===== src/rtl/maxnet_pkg.sv =====
// Shared constants and loader state encoding for the MaxNet weight path.
package maxnet_pkg;
  localparam int WIDTH       = 5;
  localparam int NUM_NEURONS = 4;
  localparam int DEPTH       = NUM_NEURONS * NUM_NEURONS;
  localparam int CNT_W       = $clog2(DEPTH);

  typedef enum logic [1:0] {
    IDLE = 2'd0,
    LOAD = 2'd1,
    PEND = 2'd2
  } ld_state_e;
endpackage


===== src/rtl/maxnet_weight_loader_weight_bank.sv =====
// DEPTH x WIDTH register bank: single-word write port plus a full-bank
// parallel load. Parallel load wins if both are requested.
module weight_bank
  import maxnet_pkg::*;
#(
  parameter int W  = WIDTH,
  parameter int D  = DEPTH,
  parameter int AW = $clog2(D)
) (
  input  logic                clk,
  input  logic                rst_n,
  input  logic                we,
  input  logic [AW-1:0]       addr,
  input  logic [W-1:0]        din,
  input  logic                ld_all,
  input  logic [D-1:0][W-1:0] din_all,
  output logic [D-1:0][W-1:0] dout_all
);

  logic [D-1:0][W-1:0] mem_q;

  // Storage: clear on reset, bulk copy on ld_all, else one addressed word.
  always_ff @(posedge clk or negedge rst_n) begin
    if (!rst_n) begin
      mem_q <= '0;
    end else if (ld_all) begin
      mem_q <= din_all;
    end else if (we) begin
      mem_q[addr] <= din;
    end
  end

  assign dout_all = mem_q;

endmodule


===== src/rtl/maxnet_weight_loader.sv =====
// Serial-to-parallel MaxNet weight loader. Words stream into a shadow bank;
// a complete, correctly framed set is committed to the active bank in one
// edge once the datapath is not iterating (hold low).
module maxnet_weight_loader
  import maxnet_pkg::*;
#(
  parameter int WIDTH_P = WIDTH,
  parameter int DEPTH_P = DEPTH
) (
  input  logic               clk,
  input  logic               rst,
  input  logic               start,
  input  logic               in_valid,
  output logic               in_ready,
  input  logic [WIDTH_P-1:0] in_data,
  input  logic               in_last,
  input  logic               hold,
  output logic [WIDTH_P-1:0] W0,
  output logic [WIDTH_P-1:0] W1,
  output logic [WIDTH_P-1:0] W2,
  output logic [WIDTH_P-1:0] W3,
  output logic [WIDTH_P-1:0] W4,
  output logic [WIDTH_P-1:0] W5,
  output logic [WIDTH_P-1:0] W6,
  output logic [WIDTH_P-1:0] W7,
  output logic [WIDTH_P-1:0] W8,
  output logic [WIDTH_P-1:0] W9,
  output logic [WIDTH_P-1:0] W10,
  output logic [WIDTH_P-1:0] W11,
  output logic [WIDTH_P-1:0] W12,
  output logic [WIDTH_P-1:0] W13,
  output logic [WIDTH_P-1:0] W14,
  output logic [WIDTH_P-1:0] W15,
  output logic               weights_valid,
  output logic               busy,
  output logic               err
);

  localparam int AW = $clog2(DEPTH_P);
  localparam logic [AW-1:0] LAST_IDX = AW'(DEPTH_P - 1);

  ld_state_e                       state_q;
  logic [AW-1:0]                   cnt_q;
  logic                            err_q;
  logic                            wv_q;
  logic [DEPTH_P-1:0][WIDTH_P-1:0] shadow_w;
  logic [DEPTH_P-1:0][WIDTH_P-1:0] active_w;
  logic                            beat;
  logic                            commit;

  // Handshake and commit strobes are pure decodes of the registered state.
  assign in_ready = (state_q == LOAD);
  assign busy     = (state_q != IDLE);
  assign beat     = in_ready && in_valid;
  assign commit   = (state_q == PEND) && !hold;

  // Loader FSM: framing check on every beat, deferred commit in PEND.
  always_ff @(posedge clk or negedge rst) begin
    if (!rst) begin
      state_q <= IDLE;
      cnt_q   <= '0;
      err_q   <= 1'b0;
      wv_q    <= 1'b0;
    end else begin
      case (state_q)
        IDLE: begin
          if (start) begin
            state_q <= LOAD;
            cnt_q   <= '0;
            err_q   <= 1'b0;
          end
        end
        LOAD: begin
          if (in_valid) begin
            if (cnt_q == LAST_IDX) begin
              cnt_q <= '0;
              if (in_last) begin
                state_q <= PEND;
              end else begin
                err_q   <= 1'b1;
                state_q <= IDLE;
              end
            end else if (in_last) begin
              // Early in_last: abandon the set, active bank stays as it was.
              cnt_q   <= '0;
              err_q   <= 1'b1;
              state_q <= IDLE;
            end else begin
              cnt_q <= cnt_q + 1'b1;
            end
          end
        end
        PEND: begin
          if (!hold) begin
            wv_q    <= 1'b1;
            state_q <= IDLE;
          end
        end
        default: state_q <= IDLE;
      endcase
    end
  end

  weight_bank #(.W(WIDTH_P), .D(DEPTH_P)) u_shadow (
    .clk      (clk),
    .rst_n    (rst),
    .we       (beat),
    .addr     (cnt_q),
    .din      (in_data),
    .ld_all   (1'b0),
    .din_all  ('0),
    .dout_all (shadow_w)
  );

  weight_bank #(.W(WIDTH_P), .D(DEPTH_P)) u_active (
    .clk      (clk),
    .rst_n    (rst),
    .we       (1'b0),
    .addr     ('0),
    .din      ('0),
    .ld_all   (commit),
    .din_all  (shadow_w),
    .dout_all (active_w)
  );

  assign weights_valid = wv_q;
  assign err           = err_q;

  assign W0  = active_w[0];
  assign W1  = active_w[1];
  assign W2  = active_w[2];
  assign W3  = active_w[3];
  assign W4  = active_w[4];
  assign W5  = active_w[5];
  assign W6  = active_w[6];
  assign W7  = active_w[7];
  assign W8  = active_w[8];
  assign W9  = active_w[9];
  assign W10 = active_w[10];
  assign W11 = active_w[11];
  assign W12 = active_w[12];
  assign W13 = active_w[13];
  assign W14 = active_w[14];
  assign W15 = active_w[15];

endmodule


===== config.mk =====
export PLATFORM = sky130hd
export DESIGN_NAME = maxnet_weight_loader
export DESIGN_NICKNAME = d
export VERILOG_FILES = /design/src/rtl/maxnet_pkg.sv /design/src/rtl/maxnet_weight_loader_weight_bank.sv /design/src/rtl/maxnet_weight_loader.sv
export SDC_FILE = /design/constraint.sdc
export NUM_CORES = 1
export LEC_CHECK = 0
export CORE_MARGIN = 5
export CORE_UTILIZATION = 57
export CTS_CLUSTER_SIZE = 40
export DETAILED_ROUTE_END_ITERATION = 10
export PLACE_DENSITY = 0.77
export SLEW_MARGIN = 25
export SYNTH_ARGS = -nofsm -noshare
export SYNTH_HDL_FRONTEND = slang
export SYNTH_HIERARCHICAL = 1
export SYNTH_SLANG_ARGS = --single-unit

===== constraint.sdc =====
create_clock -name clk -period 2.45 [get_ports clk]
set_input_delay 0.6125 -clock clk [delete_from_list [all_inputs] [get_ports clk]]
set_output_delay 0.6125 -clock clk [all_outputs]
set_load 0.01 [all_outputs]

==> summary.md <==
| Metric | Value |
|---|---|
| Outcome | finished clean |
| Final hold slack | 0.1045 ns |
| Yosys reg bits | 168 |
| Final Max Tran Viols | 0 |
| Power Dens Cells | 759.1 nW/um2 |
| Initial core utilization | 58.12% |
| Core area | 15260 um2 |
| Skew final | 0.005489 ns |
| Tightest Pin Transition | 0.7966 ns |
| Switching Power | 2.484 mW |
| Period utilization | 95.60% |
| GP Congestion | 0.8138 |
| Yosys warns | 6 |
| Crit path largest cell delay | 0.49 ns |
| Multi-input logic area | 4622 um2 |
| Leading area contributor after synthesis | dfrtp_1 |
| Worst skew pair latency | 0.43 ns |
| Final period demand of the worst path | 2.342 ns |
| Element type at the critical path end | primary output |
| Leak | 4.582 nW |
| Worst-path fanout max | 10 |
| Via count | 8347 |
| Fmax achieved | 427.0 MHz |
| Setup_tns | 0 ns |
| Largest net degree at the start of global routing | 101 |
| CP bufs+invs | 1 |
| Maxcap violations | 0 |
| Final setup viols | 0 |
| Post-CTS setup buffers | 0 |
| Vias per cell | 6.027 |
| Setup CP Type | register to primary output |
| Synth unique cells | 43 |
| Antenna diodes | 0 |
| WP data required | 1.84 ns |
| Final-stage net count | 1173 |
| CTS Sinks | 168 |
| Initial antenna violation count | 0 |
| Seq/Total Area, Yosys | 47.40% |
| Global-route wire length before repair | 42.18 mm |
| Num ports | 95 |
| Site row count | 45 |
| CP max stage cell | dfrtp_1 |
| Synth async-reset ratio | 100.0% |
| Clock H-tree levels | 4 |
| Placed Instance Area | 10380 um2 |
| Top-count cell post-synth | a21oi_1 |
| Sequential Power Share | 42.8% |
| Root buf cell | clkbuf_16 |
| Most used DFF post-synth | dfrtp_1 |
| Clock power share | 33.9% |
| Fillers | 1178 |
| Top cells by area, synth | dfrtp_1 47%, nor2b_1 12%, a21oi_1 11% |
| Worst min path class | input port to async pin |
| Peak supply drop | 0.6382 mV |
| Syn avg cell area | 8.904 um2 |
| Die Wd | 134.7 um |
| Bufs on Longest Clock Path | 2 |
| RSZ-0062 raised after global routing | false |
| Total Power Consumption | 8.352 mW |
| Post-cts sizing count | 0 |
| DRC | 0 |
| Top cell type's share of synthesized area | 47.40% |
| FF-to-FF Start | state_q[0] |
| Worst setup SP type | register |
| GRT Util Overall | 29.41% |
| Comb power frac | 23.3% |
| Crit path max-delay family | flip-flops |
| Dpl hpwl | 17.44 mm |
| CTS tree | built |
| Vias in the first global route | 7708 |
| Hold Vio Cnt, Final | 0 |
| Clock slew at reported path FFs | 0.06 ns |
| Sequential cell area | 4204 um2 |
| PortBufs | 94 |
| Grt total ovfl | 0 |
| Cell area after synthesis | 8869 um2 |
| Slew margin rel. | 46.89% |
| Number of synthesized flops with an enable pin | 0 |
| Share of post-route cells with drive strength above 1 | 7.411% |
| Routed Wire Length | 26.84 mm |
| Post-DRT Antenna Nets | 0 |
| DRT iter0 DRCs | 1161 |
| Setup crit start | state_q[0] |
| DRT Pass-1 Iters | 6 |
| Die H | 134.7 um |
| Crit-path cells | or2_2 > clkdlybuf4s50_1 |
| Num CTS Buffers | 17 |
| Final instance area | 11000 um2 |
| Die area | 18150 um2 |
| Sw frac | 29.74% |
| Area Overhead vs Synth | 24.05% |
| Routed len/inst | 19.38 um |
| Fin util | 72.10% |
| CP arrival | 1.73 ns |
| Top cells by count, synth | 192 x a21oi_1, 168 x dfrtp_1, 165 x nor2b_1, 128 x a31oi_1, 102 x o21ai_0 |
| Total internal power | 5.868 mW |
| # hold bufs at CTS | 0 |
| Synthesized instance count | 996 |
-- layout by cell type (no fill, tap or decap), types with 3 or more instances in the layout --
cell	synthesis	layout
a21oi_1	192	192
dfrtp_1	168	168
nor2b_1	165	165
conb_1	1	134
a31oi_1	128	128
o21ai_0	102	102
clkdlybuf4s50_1	0	93
o21ai_1	56	56
buf_4	2	23
clkbuf_16	0	17
and3_1	9	9
buf_12	0	8
o21ai_2	5	5
nand3_1	5	5
nand3b_1	5	5
nand2b_1	5	5
clkbuf_8	0	4
and3b_2	4	4
or2_2	3	3
nor3b_2	2	3
and2_1	3	3
inv_1	3	3
nand2_1	3	3
clkinv_2	0	3
clkinvlp_4	0	3
bufinv_16	0	3
-- path summary, 6_finish.rpt --
check / to / slack (ns) / cells past startpoint
max in group asynchronous: u_shadow/dout_all[39] / 1.77 / 2
worst min-delay path: err / 0.10 / 1
worst min register to register: u_active/dout_all[20] / 0.53 / 2
min in group clk: u_active/dout_all[20] / 0.53 / 2
worst max register to register: u_shadow/dout_all[3] / 0.43 / 5
worst max-delay path: busy / 0.11 / 2
-- logic make-up (layout without fill, tap and decap cells) --
family,count (synthesis),count (layout),synth area share (%)
XOR/XNOR,1,1,0.09878
multiplexers,1,1,0.1552
AO/OA/AOI/OAI,492,492,30.12
flip-flops,168,168,47.40
AND/OR/NAND/NOR,217,217,15.87
other,1,134,0.04228
buffers and inverters,115,160,6.165
adder cells (fa/ha/maj),1,1,0.1411
-- power groups by stage --
stage	Sequential, mW	Combinational, mW	Clock (mW)
after global routing	3.62	2.11	2.94
after detailed placement	3.61	1.88	0
after floorplan	3.61	0.953	0
final	3.57	1.95	2.83
after global placement	3.59	1.83	0
after CTS	3.56	1.89	2.84
-- registers in the layout (all words and copies together) (netlist names) --
signal             cells
err                    1
cnt_q                  4
state_q                2
u_shadow/dout_all     80
weights_valid          1
u_active/dout_all     80
-- metal layers --
metal	wire [um]	track usage [%]	up-vias
met5	0	0	-
met4	461	7.805	0
met3	2954	6.744	43
met2	11780	42.19	519
met1	11640	45.05	3999
li1	-	-	3786
-- final cells by class --
| class | instances | area share (%) |
|---|---|---|
| sequential | 168 | 38.21 |
| clock buffer | 21 | 4.367 |
| tap | 211 | 2.400 |
| clock inverter | 11 | 1.319 |
| multi-input combinational | 846 | 42.01 |
| inverter | 3 | 0.1024 |
| timing repair buffer | 125 | 11.59 |
-- through the flow --
stage	setup slack, ns	cells
after floorplan	0.5839	1129
after CTS	0.09419	1385
after global placement	0.1846	1353
final	0.1078	1385
after global routing	0.01166	1385
after detailed placement	0.09773	1353
Power figures use the tool's default switching activity.
